$ cat config.mk
export PLATFORM = sky130hd
export DESIGN_NAME = ball_motion_flat
export DESIGN_NICKNAME = d
export VERILOG_FILES = /design/src/rtl/ball_motion_if.sv /design/src/rtl/ball_motion.sv /design/src/flat_wrapper.sv
export SDC_FILE = /design/constraint.sdc
export NUM_CORES = 1
export LEC_CHECK = 0
export BUFFER_PORTS_ARGS = -buffer_cell sky130_fd_sc_hd__buf_2
export CAP_MARGIN = 25
export CORE_ASPECT_RATIO = 0.9
export CORE_MARGIN = 1.5
export CORE_UTILIZATION = 42
export DETAILED_ROUTE_END_ITERATION = 10
export SETUP_SLACK_MARGIN = 0.02
export SYNTH_ARGS = -nofsm -noshare
export SYNTH_HDL_FRONTEND = slang
export SYNTH_SLANG_ARGS = --single-unit
$ cat constraint.sdc
create_clock -name clk -period 5 [get_ports clk]
set_input_delay 0.5 -clock clk [delete_from_list [all_inputs] [get_ports clk]]
set_output_delay 0.5 -clock clk [all_outputs]
set_load 0.03 [all_outputs]
$ cat src/rtl/ball_motion_if.sv
// Per-ball bus: frame/collision/cue/pocket controls in, position/velocity/status out.
interface ball_motion_if;
   logic               startOfFrame;
   logic               collisionOccurred;
   logic signed [10:0] velXIn, velYIn;
   logic               strike;
   logic signed [10:0] strikeVelX, strikeVelY;
   logic               pocketDR;
   logic               respawn;
   logic signed [10:0] topLeftX, topLeftY;
   logic signed [10:0] velX, velY;
   logic               ballMoving;
   logic               ballPocketed;

   modport master (
      output startOfFrame, collisionOccurred, velXIn, velYIn,
             strike, strikeVelX, strikeVelY, pocketDR, respawn,
      input  topLeftX, topLeftY, velX, velY, ballMoving, ballPocketed
   );

   modport slave (
      input  startOfFrame, collisionOccurred, velXIn, velYIn,
             strike, strikeVelX, strikeVelY, pocketDR, respawn,
      output topLeftX, topLeftY, velX, velY, ballMoving, ballPocketed
   );
endinterface

$ cat src/rtl/ball_motion.sv
// One ball's fixed-point position/velocity: latches events mid-frame, applies them at startOfFrame.
// Optional velocity saturation on strike/collision load: BALL_MOTION_SPEED_CLAMP_EN.
module ball_motion #(
   parameter int INIT_X          = 320,
   parameter int INIT_Y          = 240,
   parameter int FRAC_BITS       = 4,
   parameter int FRICTION_PERIOD = 8,
   parameter int MAX_SPEED       = 256
) (
   input logic         clk,
   input logic         resetN,
   ball_motion_if.slave bus
);
   localparam int ACC_W = 11 + FRAC_BITS;
   localparam int FCW   = (FRICTION_PERIOD > 1) ? $clog2(FRICTION_PERIOD) : 1;
   localparam logic signed [ACC_W-1:0] INIT_AX = ACC_W'(INIT_X) << FRAC_BITS;
   localparam logic signed [ACC_W-1:0] INIT_AY = ACC_W'(INIT_Y) << FRAC_BITS;
   localparam logic [FCW-1:0]          FCNT_LAST = FCW'(FRICTION_PERIOD - 1);
`ifdef BALL_MOTION_SPEED_CLAMP_EN
   localparam bit CLAMP_EN = 1'b1;
`else
   localparam bit CLAMP_EN = 1'b0;
`endif

   typedef enum logic [1:0] {IDLE, MOVING, POCKETED} state_t;

   state_t                   state_q, state_d;
   logic signed [ACC_W-1:0]  accx_q, accy_q, accx_d, accy_d;
   logic signed [10:0]       velx_q, vely_q, velx_d, vely_d;
   logic [FCW-1:0]           fcnt_q, fcnt_d;
   logic                     col_q, stk_q, pkt_q, rsp_q;
   logic signed [10:0]       colx_q, coly_q, stkx_q, stky_q;
   logic                     ld_init;

   function automatic logic signed [10:0] load_vel(input logic signed [10:0] v);
      int vi;
      vi = int'(v);
      if (!CLAMP_EN)            return v;
      else if (vi > MAX_SPEED)  return 11'(MAX_SPEED);
      else if (vi < -MAX_SPEED) return 11'(-MAX_SPEED);
      else                      return v;
   endfunction

   function automatic logic signed [10:0] decay(input logic signed [10:0] v);
      if (v > 0)      return v - 11'sd1;
      else if (v < 0) return v + 11'sd1;
      else            return v;
   endfunction

   always_comb begin
      state_d = state_q;
      velx_d  = velx_q;
      vely_d  = vely_q;
      fcnt_d  = fcnt_q;
      ld_init = 1'b0;
      case (state_q)
         MOVING: begin
            if (pkt_q) begin
               state_d = POCKETED;
               velx_d  = '0;
               vely_d  = '0;
            end else if (col_q) begin
               velx_d = load_vel(colx_q);
               vely_d = load_vel(coly_q);
               fcnt_d = '0;
            end else if (fcnt_q == FCNT_LAST) begin
               velx_d = decay(velx_q);
               vely_d = decay(vely_q);
               fcnt_d = '0;
            end else begin
               fcnt_d = fcnt_q + 1'b1;
            end
         end
         IDLE: begin
            if (stk_q) begin
               velx_d = load_vel(stkx_q);
               vely_d = load_vel(stky_q);
               fcnt_d = '0;
            end
         end
         POCKETED: begin
            if (rsp_q) begin
               state_d = IDLE;
               ld_init = 1'b1;
               velx_d  = '0;
               vely_d  = '0;
            end
         end
         default: state_d = IDLE;
      endcase
      // Outside pocketing, motion status is purely "is the selected velocity nonzero".
      if (state_q == IDLE || (state_q == MOVING && !pkt_q))
         state_d = (velx_d != 0 || vely_d != 0) ? MOVING : IDLE;
      if (state_d != MOVING) fcnt_d = '0;

      if (ld_init) begin
         accx_d = INIT_AX;
         accy_d = INIT_AY;
      end else if (state_d == MOVING) begin
         accx_d = accx_q + {{FRAC_BITS{velx_d[10]}}, velx_d};
         accy_d = accy_q + {{FRAC_BITS{vely_d[10]}}, vely_d};
      end else begin
         accx_d = accx_q;
         accy_d = accy_q;
      end
   end

   always_ff @(posedge clk or negedge resetN) begin
      if (!resetN) begin
         state_q <= IDLE;
         accx_q  <= INIT_AX;
         accy_q  <= INIT_AY;
         velx_q  <= '0;
         vely_q  <= '0;
         fcnt_q  <= '0;
         col_q   <= 1'b0;
         colx_q  <= '0;
         coly_q  <= '0;
         stk_q   <= 1'b0;
         stkx_q  <= '0;
         stky_q  <= '0;
         pkt_q   <= 1'b0;
         rsp_q   <= 1'b0;
      end else begin
         // On the SOF cycle pending latches are consumed; a coincident event opens the next frame.
         if (bus.collisionOccurred && (bus.startOfFrame || !col_q)) begin
            colx_q <= bus.velXIn;
            coly_q <= bus.velYIn;
         end
         col_q <= bus.startOfFrame ? bus.collisionOccurred : (col_q | bus.collisionOccurred);

         if (bus.strike && state_q == IDLE && (bus.startOfFrame || !stk_q)) begin
            stkx_q <= bus.strikeVelX;
            stky_q <= bus.strikeVelY;
         end
         stk_q <= (bus.startOfFrame ? 1'b0 : stk_q) | (bus.strike && state_q == IDLE);

         pkt_q <= (bus.startOfFrame ? 1'b0 : pkt_q) | bus.pocketDR;
         rsp_q <= (bus.startOfFrame ? 1'b0 : rsp_q) | (bus.respawn && state_q == POCKETED);

         if (bus.startOfFrame) begin
            state_q <= state_d;
            velx_q  <= velx_d;
            vely_q  <= vely_d;
            accx_q  <= accx_d;
            accy_q  <= accy_d;
            fcnt_q  <= fcnt_d;
         end
      end
   end

   assign bus.topLeftX     = accx_q[FRAC_BITS +: 11];
   assign bus.topLeftY     = accy_q[FRAC_BITS +: 11];
   assign bus.velX         = velx_q;
   assign bus.velY         = vely_q;
   assign bus.ballMoving   = (state_q == MOVING);
   assign bus.ballPocketed = (state_q == POCKETED);
endmodule

$ cat src/flat_wrapper.sv
// flat-port wrapper written by rule: the top's interface ports become plain ports
module ball_motion_flat 
#(
   parameter int INIT_X          = 320,
   parameter int INIT_Y          = 240,
   parameter int FRAC_BITS       = 4,
   parameter int FRICTION_PERIOD = 8,
   parameter int MAX_SPEED       = 256
)
  (clk, resetN, bus_startOfFrame, bus_collisionOccurred, bus_velXIn, bus_velYIn, bus_strike, bus_strikeVelX, bus_strikeVelY, bus_pocketDR, bus_respawn, bus_topLeftX, bus_topLeftY, bus_velX, bus_velY, bus_ballMoving, bus_ballPocketed);
  ball_motion_if bus_i ();
  input logic clk;
  input logic resetN;
  input wire logic [$bits(bus_i.startOfFrame)-1:0] bus_startOfFrame;
  input wire logic [$bits(bus_i.collisionOccurred)-1:0] bus_collisionOccurred;
  input wire logic [$bits(bus_i.velXIn)-1:0] bus_velXIn;
  input wire logic [$bits(bus_i.velYIn)-1:0] bus_velYIn;
  input wire logic [$bits(bus_i.strike)-1:0] bus_strike;
  input wire logic [$bits(bus_i.strikeVelX)-1:0] bus_strikeVelX;
  input wire logic [$bits(bus_i.strikeVelY)-1:0] bus_strikeVelY;
  input wire logic [$bits(bus_i.pocketDR)-1:0] bus_pocketDR;
  input wire logic [$bits(bus_i.respawn)-1:0] bus_respawn;
  output wire logic [$bits(bus_i.topLeftX)-1:0] bus_topLeftX;
  output wire logic [$bits(bus_i.topLeftY)-1:0] bus_topLeftY;
  output wire logic [$bits(bus_i.velX)-1:0] bus_velX;
  output wire logic [$bits(bus_i.velY)-1:0] bus_velY;
  output wire logic [$bits(bus_i.ballMoving)-1:0] bus_ballMoving;
  output wire logic [$bits(bus_i.ballPocketed)-1:0] bus_ballPocketed;
  assign bus_i.startOfFrame = bus_startOfFrame;
  assign bus_i.collisionOccurred = bus_collisionOccurred;
  assign bus_i.velXIn = bus_velXIn;
  assign bus_i.velYIn = bus_velYIn;
  assign bus_i.strike = bus_strike;
  assign bus_i.strikeVelX = bus_strikeVelX;
  assign bus_i.strikeVelY = bus_strikeVelY;
  assign bus_i.pocketDR = bus_pocketDR;
  assign bus_i.respawn = bus_respawn;
  assign bus_topLeftX = bus_i.topLeftX;
  assign bus_topLeftY = bus_i.topLeftY;
  assign bus_velX = bus_i.velX;
  assign bus_velY = bus_i.velY;
  assign bus_ballMoving = bus_i.ballMoving;
  assign bus_ballPocketed = bus_i.ballPocketed;
  ball_motion #(.INIT_X(INIT_X), .INIT_Y(INIT_Y), .FRAC_BITS(FRAC_BITS), .FRICTION_PERIOD(FRICTION_PERIOD), .MAX_SPEED(MAX_SPEED)) u_core (.clk(clk), .resetN(resetN), .bus(bus_i));
endmodule
==> summary.txt <==
Layout
  – Fraction of layout cells with a size suffix above 1: about 25%
  – Fin area: 8690 sq um
  – Core occupancy in the finished layout: between 40% and 50%
  – Cell Count, Final, Fillers Out: ~1100
  – Diodes inserted: 0
  – Nets@finish: 989
  – Fill cells: 1742
  – Area growth syn-to-layout: 13.2%

Timing
  – Period utilization: about nine tenths
  – Fin. max-slew vios: 0
  – Hold Fails Final Rpt: 0
  – Hold slack: 334 ps
  – Setup violators final: 0
  – RSZ-0062 raised after global routing: no
  – Fin crit period: 4490 ps
  – Setup TNS: 0 ps
  – Fin Clk Skew: 9.02 ps
  – Worst slew pin tran: 950 ps
  – Relative slew slack: a little over a third
  – Fmax: between 0.2 and 0.25 GHz
  – Setup WS post-layout: 507 ps

Synthesis
  – Area contributors post-synth: dfrtp_1, mux2_2, ha_1
  – Post-synth EDFFs: 0
  – Post-synth top area share: ~32%
  – Mux cell area share after synthesis: 12.7%
  – Number of synthesized register bits: 105
  – Synth area leader: dfrtp_1
  – Largest family of logic cells by synthesized area: compound AO/OA/AOI/OAI gates
  – Async S/R FF share, synth: between 90% and 100%
  – Seq/Total Area, Yosys: between 30% and 40%
  – Mapped Cells: 833
  – Synth Flop Type: dfrtp_1
  – Post-Syn Area: roughly 7700 sq um
  – Unique masters post-synth: a little over 80
  – Compound-Gate Fraction of Synth Area: 18.6%
  – Simple-gate area share of the yosys netlist: 17.6%
  – Avg Cell Area, Syn: around 9.2 sq um
  – Xor and xnor area share after synthesis: 3.20%
  – Syn. warnings: 0
  – Syn_nets: 922
  – Synth Area in Adders: 6.39%

Worst setup path
  – Max Fanout on Critical Path: 6
  – Crit. End Element: flip-flop
  – Kind of critical path: flip-flop to flip-flop
  – CP Launch Type: flip-flop
  – Crit path DAT: ~4700 ps
  – Worst Path Required: 5230 ps

Floorplan
  – Die Y: between 100 and 150 microns
  – Initial core utilization: 43.3%
  – Die area: between 15000 and 20000 sq um
  – FP Rows: 46
  – IO Pins: 97
  – Core area: 17700 sq um
  – Die X: roughly 150 microns

Placement
  – Port Buffers: 96
  – DP Cell Count: 1126
  – DP Area: around 8300 sq um
  – DP Wirelength: ~16000 microns
  – GP Congestion: 0.921
  – Pre-CTS setup slack: 562 ps

Global routing
  – Gr usage total: 22.3%
  – Initial antenna violation count: 0
  – First-pass GRT wire length: 33900 microns
  – Vias in the first global route: 6283
  – Largest net degree at the start of global routing: 72
  – Total gr overflow: 0

Routing
  – Routed vias: 6638
  – Routed Antenna Nets: 0
  – Post-DR vias/cell: about 5.8
  – Routed WL: 21200 microns
  – DR pass1 iterations: 5
  – Initial DRC count: 542
  – Avg WL per Cell: 18.6 microns
  – Drt drc: 0

Min path
  – Hold Path Class: primary input to flip-flop

Pwr
  – Power density over the cells: 790 nW/um^2
  – Final Power: 6.86 mW
  – VDD IR max: 0.000360 V
  – Leak Pwr: 3.99 nW

Clock network
  – Reg clk slew, reported paths: 70 ps
  – H-tree depth: 3
  – CTS tree: built
  – Num CTS Buffers: 9
  – Setup Fix Bufs, Post-CTS: 0
  – Longest Clk Path Bufs: 2
  – Sink Count: 105
  – Latest clock arrival within the worst-skew pair: 360 ps
  – Clk Tree Root Cell: clkbuf_16

Status
  – Status: complete, no violations

Flow run
  – MaxCap Viol Count: 0
## registers in the layout, summed over array words and instances, names as in the netlist, 2 cells and up
register / count
u_core.stky_q: 11
u_core.bus.velX: 11
u_core.accx_q: 15
u_core.fcnt_q: 3
u_core.colx_q: 11
u_core.stkx_q: 11
u_core.state_q: 2
u_core.bus.velY: 11
u_core.accy_q: 15
u_core.coly_q: 11
## power breakdown
group          internal (mW)  switching (mW)
clock network          0.490           0.323
logic                   1.81            2.55
registers               1.22           0.460
## routing by layer
| metal | GRT usage, % | vias to the layer above | share of wire, % |
|---|---|---|---|
| met5 | 0 | - | 0 |
| met4 | 7.43 | 0 | 2.3 |
| met3 | 4.03 | 35 | 5.1 |
| met2 | 34.4 | 215 | 45 |
| met1 | 31.6 | 3229 | 48 |
| li1 | - | 3159 | - |
## cell usage after synthesis, drive strengths merged (7+ instances only)
library cell	number
mux2	56
clkbuf	26
inv	39
nor2b	8
o31ai	8
o211ai	12
xor2	14
nand3	23
nand2	81
dfrtp	99
mux2i	34
o21ai	35
or2	7
o21a	8
nor2	50
xnor2	14
or3	7
a31oi	8
buf	46
ha	36
nand4	17
a21o	11
nor3	23
a21oi	47
a22oi	8
nor4	8
## final cells by class
cell class | count | area (sq um) | area share [%]
Tap cell | 240 | 300 | 3.46
Clock buffer | 11 | 233 | 2.68
Multi-Input combinational cell | 616 | 4500 | 51.8
Sequential cell | 105 | 2640 | 30.3
Timing Repair Buffer | 128 | 763 | 8.78
Clock inverter | 5 | 104 | 1.20
Inverter | 40 | 150 | 1.73
## cell usage in the layout (no fill, tap or decap), types with 7 or more instances in the layout
cell type	synthesis	routed
a21o_1	11	11
a21oi_1	46	46
a22oi_1	8	8
a31oi_1	8	8
buf_2	10	95
buf_4	24	30
clkbuf_16	0	10
dfrtp_1	99	99
ha_1	36	36
inv_1	38	38
mux2_2	53	53
mux2i_1	34	34
nand2_1	81	81
nand3_1	23	23
nand4_1	16	16
nor2_1	50	50
nor2b_1	8	8
nor3_1	21	21
o211ai_1	12	12
o21a_1	8	8
o21ai_0	29	29
o31ai_1	7	7
or2_2	7	7
or3_1	7	7
xnor2_1	14	14
xor2_1	14	14
## cells by family after synthesis
kind of cell / Yosys count
flip-flops: 105
buffers and inverters: 112
AND/OR/NAND/NOR: 259
multiplexers: 90
XOR/XNOR: 28
AO/OA/AOI/OAI: 201
adder cells (fa/ha/maj): 38
## final timing paths
path	start	end	slack (ps)	cells after the start
hold reg to reg	u_core.accy_q[14]	u_core.accy_q[14]	500	1
min in group asynchronous	resetN	u_core.accx_q[11]	490	2
hold / removal	bus_pocketDR	u_core.pkt_q	330	2
setup reg to reg	u_core.bus.velY[0]	u_core.accy_q[14]	510	19
max in group asynchronous	resetN	u_core.stky_q[8]	3470	4
setup / recovery	u_core.bus.velY[0]	u_core.accy_q[14]	510	19
## timing repair
item	in CTS	in global routing
gates resized for setup	0	0
hold endpoints to repair	0	3
hold buffers	0	1
## critical path, stage by stage, from the launching register on
cell	delay [ps]
dfrtp_1	440
inv_1	150
ha_1	240
nor4b_2	410
nand3_1	220
nand2_1	130
xnor2_1	60
o21ai_0	410
ha_1	290
inv_1	60
fa_1	390
nor2b_1	160
o31a_1	180
o211ai_1	110
a21oi_1	230
nor3_1	110
o21a_1	200
a211oi_1	230
o211ai_1	160
mux2i_1	180
Note: power is estimated with default switching activity, not from simulation.
